--- src/rtl/img_chk_pkg.sv ---
// Shared definitions for the image stream checker: state encoding,
// width helpers and pixel channel slicing.
package img_chk_pkg;

    typedef enum logic [1:0] {
        ST_IDLE = 2'd0,
        ST_RUN  = 2'd1,
        ST_DONE = 2'd2
    } chk_state_e;

    // Extra bit on per-channel differences so 0x00 vs 0xFF cannot wrap.
    localparam int DIFF_EXTRA = 1;

    function automatic int clog2(input int value);
        int r;
        r = 0;
        for (int i = 0; i < 31; i++) begin
            if ((1 << i) < value) r = i + 1;
        end
        return r;
    endfunction

    function automatic int idx_w(input int value);
        return (clog2(value) < 1) ? 1 : clog2(value);
    endfunction

    function automatic int chan_lsb(input int ch, input int dw);
        return ch * dw;
    endfunction

endpackage

--- src/rtl/img_stream_checker_fifo.sv ---
// Show-ahead synchronous FIFO with flush. A write to a full FIFO is accepted
// only when a pop frees the head slot in the same cycle.
module stream_fifo
    import img_chk_pkg::*;
#(
    parameter int DW_TOTAL = 24,
    parameter int DEPTH    = 16
) (
    input  logic                clk,
    input  logic                rst,
    input  logic                flush,
    input  logic                wr_en,
    input  logic [DW_TOTAL-1:0] wr_data,
    input  logic                rd_en,
    output logic [DW_TOTAL-1:0] rd_data,
    output logic                full,
    output logic                empty
);

    localparam int AW = clog2(DEPTH);

    logic [DW_TOTAL-1:0] mem_q [DEPTH];
    logic [DW_TOTAL-1:0] mem_d [DEPTH];
    logic [AW:0]         wr_ptr_q, wr_ptr_d;
    logic [AW:0]         rd_ptr_q, rd_ptr_d;
    logic                push;
    logic                pop;

    assign empty   = (wr_ptr_q == rd_ptr_q);
    assign full    = (wr_ptr_q[AW] != rd_ptr_q[AW]) &&
                     (wr_ptr_q[AW-1:0] == rd_ptr_q[AW-1:0]);
    assign pop     = rd_en && !empty;
    assign push    = wr_en && (!full || pop);
    assign rd_data = mem_q[rd_ptr_q[AW-1:0]];

    always_comb begin
        mem_d    = mem_q;
        wr_ptr_d = wr_ptr_q;
        rd_ptr_d = rd_ptr_q;
        if (flush) begin
            wr_ptr_d = '0;
            rd_ptr_d = '0;
        end else begin
            if (push) begin
                mem_d[wr_ptr_q[AW-1:0]] = wr_data;
                wr_ptr_d = wr_ptr_q + (AW+1)'(1);
            end
            if (pop) rd_ptr_d = rd_ptr_q + (AW+1)'(1);
        end
    end

    always_ff @(posedge clk or posedge rst) begin
        if (rst) begin
            mem_q    <= '{default: '0};
            wr_ptr_q <= '0;
            rd_ptr_q <= '0;
        end else begin
            mem_q    <= mem_d;
            wr_ptr_q <= wr_ptr_d;
            rd_ptr_q <= rd_ptr_d;
        end
    end

endmodule

--- config.mk ---
export PLATFORM = sky130hd
export DESIGN_NAME = stream_fifo
export DESIGN_NICKNAME = d
export VERILOG_FILES = /design/src/rtl/img_chk_pkg.sv /design/src/rtl/img_stream_checker_fifo.sv
export SDC_FILE = /design/constraint.sdc
export NUM_CORES = 1
export LEC_CHECK = 0
export BUFFER_PORTS_ARGS = -buffer_cell sky130_fd_sc_hd__buf_2
export CELL_PAD_IN_SITES_DETAIL_PLACEMENT = 0
export CELL_PAD_IN_SITES_GLOBAL_PLACEMENT = 1
export CORE_AREA = 4 4 259 261
export CTS_CLUSTER_SIZE = 24
export DETAILED_ROUTE_END_ITERATION = 10
export DIE_AREA = 0 0 263 265
export PLACE_DENSITY_LB_ADDON = 0.1
export SLEW_MARGIN = 20
export SYNTH_ARGS = -nofsm -noshare
export SYNTH_HDL_FRONTEND = slang
export SYNTH_SLANG_ARGS = --single-unit
--- constraint.sdc ---
create_clock -name clk -period 15.4 [get_ports clk]
set_input_delay 1.54 -clock clk [delete_from_list [all_inputs] [get_ports clk]]
set_output_delay 1.54 -clock clk [all_outputs]
set_load 0.05 [all_outputs]
==> results of run 1 <==
## cell families (layout without fill, tap and decap cells)
| kind of cell | count (synthesis) | after routing | synth area share [%] |
|---|---|---|---|
| DFF | 394 | 394 | 51.0 |
| and+or+nand+nor | 71 | 71 | 2.43 |
| AOI/OAI and AO/OA | 59 | 59 | 1.92 |
| adders and majority gates | 5 | 5 | 0.323 |
| xor gates and xnor gates | 10 | 10 | 0.530 |
| muxes | 506 | 506 | 39.2 |
| buffers and inverters | 112 | 165 | 4.64 |
## worst paths after layout
kind	endpoint	cells past startpoint
setup / recovery	rd_data[21]	7
hold / removal	mem_q[35]	1
setup reg to reg	mem_q[180]	7
hold reg to reg	mem_q[35]	1
max in group asynchronous	mem_q[301]	4
min in group asynchronous	wr_ptr_q[1]	2
## flip-flops by register name (all words and copies together), names as in the netlist
signal,cells
rd_ptr_q,5
wr_ptr_q,5
mem_q,384
## stage by stage
stage / cell area (um^2) / power, mW / utilization, % / std cells
global route: 21600 / 2.86 / 33.5 / 2065
global placement: 20000 / 1.63 / 31.1 / 1982
finish: 21600 / 2.73 / 33.5 / 2065
floorplan: 19300 / 1.52 / - / 1157
detailed placement: 20000 / 1.63 / 31.1 / 1982
CTS: 21600 / 2.79 / 33.5 / 2065
## report_power, final
group / internal (mW) / switching [mW] / total, mW
logic: 0.201 / 0.246 / 0.447
registers: 1.11 / 0.0520 / 1.16
clock network: 0.669 / 0.452 / 1.12
## synth_stat cells (all sizes together), types with 2 or more instances
library cell  number  share of area, %
mux4              96                11
nand4              3             0.097
xnor2              6              0.31
buf               68               3.8
mux2             384                27
a211oi            24              0.93
nand2b             3             0.097
nor3               4              0.28
and3              12              0.39
ha                 5              0.32
and2               2             0.065
mux2i             26               1.3
nor2b             25              0.81
inv                3             0.058
dfrtp            394                51
nor2              11              0.21
xor2               4              0.22
nor4               3              0.25
clkbuf            41              0.80
a21oi             30              0.78
nand2              5              0.14
## layer usage
| layer | vias up | track usage, % |
|---|---|---|
| met4 | 0 | 2.90 |
| li1 | 4313 | - |
| met2 | 103 | 22.8 |
| met3 | 48 | 2.34 |
| met5 | - | 0 |
| met1 | 5402 | 21.6 |
## area by class of cell
class,count,area (um^2),share of cell area (%)
flip-flops and latches,394,9870,45.7
clock inverters,9,83.8,0.388
clock buffers,74,1470,6.81
multi-input cells,651,8610,39.9
repair buffers,79,470,2.18
well taps,855,1070,4.95
inverters,3,18.8,0.0869
==> results.json, run 1 <==
{
  "grt_pass1_vias": 11000,
  "crit_chain": "buf_4, buf_4, mux4_2, nor2b_1, a211oi_1, a21oi_1, buf_2",
  "ir_worst_vdd_uv": 71.2,
  "drt_wl_total_um": 50400,
  "final.min_clock_period_ns": 5.93,
  "setup_tns_ns": 0,
  "dr.pass1.iters": 4,
  "grt_overflow_total": 0,
  "syn_inst": 1157,
  "drt_iter0_drc": 453,
  "synth_area_um2": 19300,
  "die_y_um": 265,
  "worstMarginPinSlew_ns": 1.04,
  "start_util_pct": 30.0,
  "wl_met1_um": 24900,
  "hold_violations": 0,
  "final_common_cell": "dfrtp_1",
  "placementRows": 93,
  "syn_avg_cell_area_um2": 16.7,
  "place_congestion": 0.677,
  "min_path_type": "register to register",
  "rrSetupSlack_ns": 11.39,
  "crit_type": "register to output port",
  "dieArea_um2": 69700,
  "critPathLaunch": "rd_ptr_q[0]",
  "io_buffer_count": 54,
  "status": "complete, no violations",
  "synth_seq_cells": 394,
  "maxCapViolations": 0,
  "n_antenna_cell": 0,
  "async_reset_ff_share_pct": 100,
  "syn2layout_area_growth_pct": 11.6,
  "grt_max_degree": 163,
  "htree_levels": 2,
  "arrival_ns": 4.39,
  "dp_slack_ns": 9.93,
  "die-width_um": 263,
  "wl_met3_um": 1400,
  "p_per_area_nw_per_um2": 126,
  "core-area_um2": 64500,
  "ys_warn_count": 0,
  "drv_slew": 0,
  "path_common_cell": "buf_4",
  "regToRegStartpoint": "rd_ptr_q[0]",
  "fin_nets": 1211,
  "skew_ns": 0.0169,
  "cts_buffers": 48,
  "cpPeakStageDelay_ns": 0.80,
  "slew_headroom_pct": 30.6,
  "setup_viol": 0,
  "post_cts_buffers": 0,
  "path_clk_slew_ns": 0.06,
  "antenna_found_initial": 1,
  "wl_met2_um": 23400,
  "final_cell_mix": "dfrtp_1, mux2_4, mux2_2",
  "min_from": "mem_q[35]",
  "io_pins": 55,
  "ctsResizeCount": 0,
  "endpoint_kind": "output port",
  "wire_per_inst_um": 24.4,
  "route.top_layer_used": "met4",
  "cts_hold_buf": 0,
  "grtUsageTotal_pct": 14.6,
  "ys_types": 40,
  "setup_ws_ns": 9.47,
  "power.leakage_nw": 9.61,
  "hold_slack_ns": 0.481,
  "rsz0062_at_grt": "false",
  "cp_max_fo": 43,
  "drive_above_1_share_pct": 53.8,
  "crit_buf_inv": 3,
  "ys.flop_type": "dfrtp_1",
  "required_ns": 13.86,
  "hpwl_um": 26200,
  "tritoncts": "built",
  "grt_pass1_wl_um": 76900,
  "cts-root-buf": "clkbuf_16",
  "clock_path_buffers": 3,
  "timing.final.crit_share_pct": 38.5,
  "post-route-drc-count": 0,
  "cts.sinks": 394,
  "crit_slowest_cell": "buf_4",
  "synth_edf_count": 0,
  "max_freq_mhz": 169,
  "post_drt_via_cell_ratio": 4.78,
  "worst_setup_path_start_kind": "register",
  "vias": 9866,
  "syn_nets": 1191,
  "clock_latency_ns": 0.58,
  "postRouteAntennaNets": 0,
  "ys_seq_area_share_pct": 51.0,
  "cp_top_family": "buffers and inverters",
  "fill_cells": 6253
}
(Power assumes the default switching activity.)
==> run 2, diff against run 1 <==
clock period = 5.6 ns   (was 15.4 ns; I/O delays follow)
==> run 2 against run 1 <==
Effect of this change:
- clock skew grew 0.0027 ns
- wire length shrank 4.0%
- utilization shrank 0.072 points
- critical path type unchanged
- global-route usage shrank 0.67 points
- clock power grew to 2.7 times the previous value
- via count shrank 0.67%
- largest cell class unchanged
- final cell count shrank 0.19%
==> results.json, run 2 (synthesized netlist as in run 1, its figures left out) <==
{
  "final_cells": 2061,
  "cts_buffers": 48,
  "path_clk_slew_ns": 0.06,
  "grt_pass1_wl_um": 74400,
  "largest_registers": "mem_q: 384 flops, rd_ptr_q: 5 flops, wr_ptr_q: 5 flops",
  "maxCapViolations": 0,
  "arrival_ns": 3.35,
  "regMostFlops": "mem_q",
  "post_cts_buffers": 0,
  "dp_slack_ns": 2.20,
  "cp_max_fo": 54,
  "grt_pass1_vias": 10900,
  "final_common_cell": "dfrtp_1",
  "drt_iter0_drc": 460,
  "clock_path_buffers": 3,
  "final.min_clock_period_ns": 3.91,
  "drive_above_1_share_pct": 53.2,
  "post-route-drc-count": 0,
  "rrSetupSlack_ns": 2.31,
  "ctsResizeCount": 0,
  "place_congestion": 0.680,
  "fin_nets": 1210,
  "ir_worst_vdd_uv": 206,
  "postRouteAntennaNets": 0,
  "hold_violations": 0,
  "io_pins": 55,
  "cpPeakStageDelay_ns": 0.73,
  "vias": 9800,
  "cts_hold_buf": 0,
  "io_buffer_count": 54,
  "die-width_um": 263,
  "hpwl_um": 26900,
  "post-place-cells": 1981,
  "worstMarginPinSlew_ns": 1.11,
  "rsz0062_at_grt": "false",
  "slew_headroom_pct": 25.8,
  "n_antenna_cell": 0,
  "worst_setup_path_start_kind": "register",
  "max_freq_mhz": 255,
  "setup_ws_ns": 1.69,
  "final_cell_mix": "dfrtp_1, mux2_4, mux2_2",
  "drt_wl_total_um": 48400,
  "dieArea_um2": 69700,
  "status": "complete, no violations",
  "setup_viol": 0,
  "start_util_pct": 30.0,
  "post_drt_via_cell_ratio": 4.75,
  "core-area_um2": 64500,
  "placementRows": 93,
  "endpoint_kind": "output port",
  "dr.pass1.iters": 4,
  "crit_type": "register to output port",
  "largest_reg_flops": 384,
  "cts-root-buf": "clkbuf_16",
  "timing.final.crit_share_pct": 69.9,
  "syn2layout_area_growth_pct": 11.3,
  "grtUsageTotal_pct": 13.9,
  "crit_chain": "buf_12, mux4_2, nor2b_1, a211oi_1, a21oi_1, buf_2",
  "wire_per_inst_um": 23.5,
  "min_path_type": "input port to asynchronous set/reset pin",
  "p_per_area_nw_per_um2": 345,
  "cts.sinks": 394,
  "drv_slew": 0,
  "die_y_um": 265,
  "required_ns": 5.04,
  "grt_overflow_total": 0,
  "tritoncts": "built",
  "power.leakage_nw": 9.57,
  "htree_levels": 2,
  "clock_latency_ns": 0.58,
  "grt_max_degree": 141,
  "crit_slowest_cell": "dfrtp_4",
  "antenna_found_initial": 1,
  "skew_ns": 0.0196
}
run 2: changes by cell type in the layout (fill, tap and decap cells not counted), sizes merged:
| cell | change |
|---|---|
| buf | -1 |
| clkinv | -2 |
| inv | -2 |
| clkbuf | +1 |
run 2: per-stage QoR:
stage | power, mW | instance area, um^2 | hold slack (ns) | TNS (ns) | utilization (%)
3_3_place_gp | 4.53 | 20000 | 0.468 | 0 | 31.1
6_report | 7.43 | 21500 | 0.0397 | 0 | 33.4
4_1_cts | 7.59 | 21500 | 0.0219 | 0 | 33.4
5_1_grt | 7.79 | 21500 | 0.0538 | 0 | 33.4
2_1_floorplan | 4.19 | 19400 | 0.452 | -103.17 | -
3_5_place_dp | 4.53 | 20100 | 0.471 | 0 | 31.1
run 2: layer usage:
metal | vias up | share of wire, % | global-route usage, %
met5 | - | 0 | 0
met4 | 0 | 2.0 | 3.42
met3 | 65 | 3.0 | 2.29
met2 | 110 | 45 | 21.3
met1 | 5315 | 50 | 20.6
li1 | 4310 | - | -
run 2: critical path, delay by kind of cell, from the launching register on:
kind	cells	cell delay [ns]
AND/OR/NAND/NOR	1	0.14
multiplexers	1	0.55
buffers and inverters	2	0.74
AO/OA/AOI/OAI	2	0.59
flip-flops	1	0.73
run 2: report_power, final:
group          total, mW  switching [mW]  internal [mW]
clock               2.98            1.22           1.76
combinational       1.27           0.704          0.562
sequential          3.18           0.135           3.04
total               7.43            2.06           5.37
run 2: path summary, 6_finish.rpt:
kind	startpoint	end	cells after the start
max in group asynchronous	rst	mem_q[354]	3
min in group clk	wr_en	wr_ptr_q[0]	3
min reg2reg	mem_q[41]	mem_q[41]	1
min	rst	mem_q[124]	2
max	rd_ptr_q[0]	rd_data[22]	6
max reg2reg	rd_ptr_q[0]	mem_q[24]	6
run 2: final cells by class:
class / instances / area [um^2]
Clock buffer: 75 / 1410
Clock inverter: 5 / 65.1
Fill cell: 6238 / 42900
Inverter: 3 / 15.0
Multi-Input combinational cell: 651 / 8610
Sequential cell: 394 / 9870
Tap cell: 855 / 1070
Timing Repair Buffer: 78 / 504
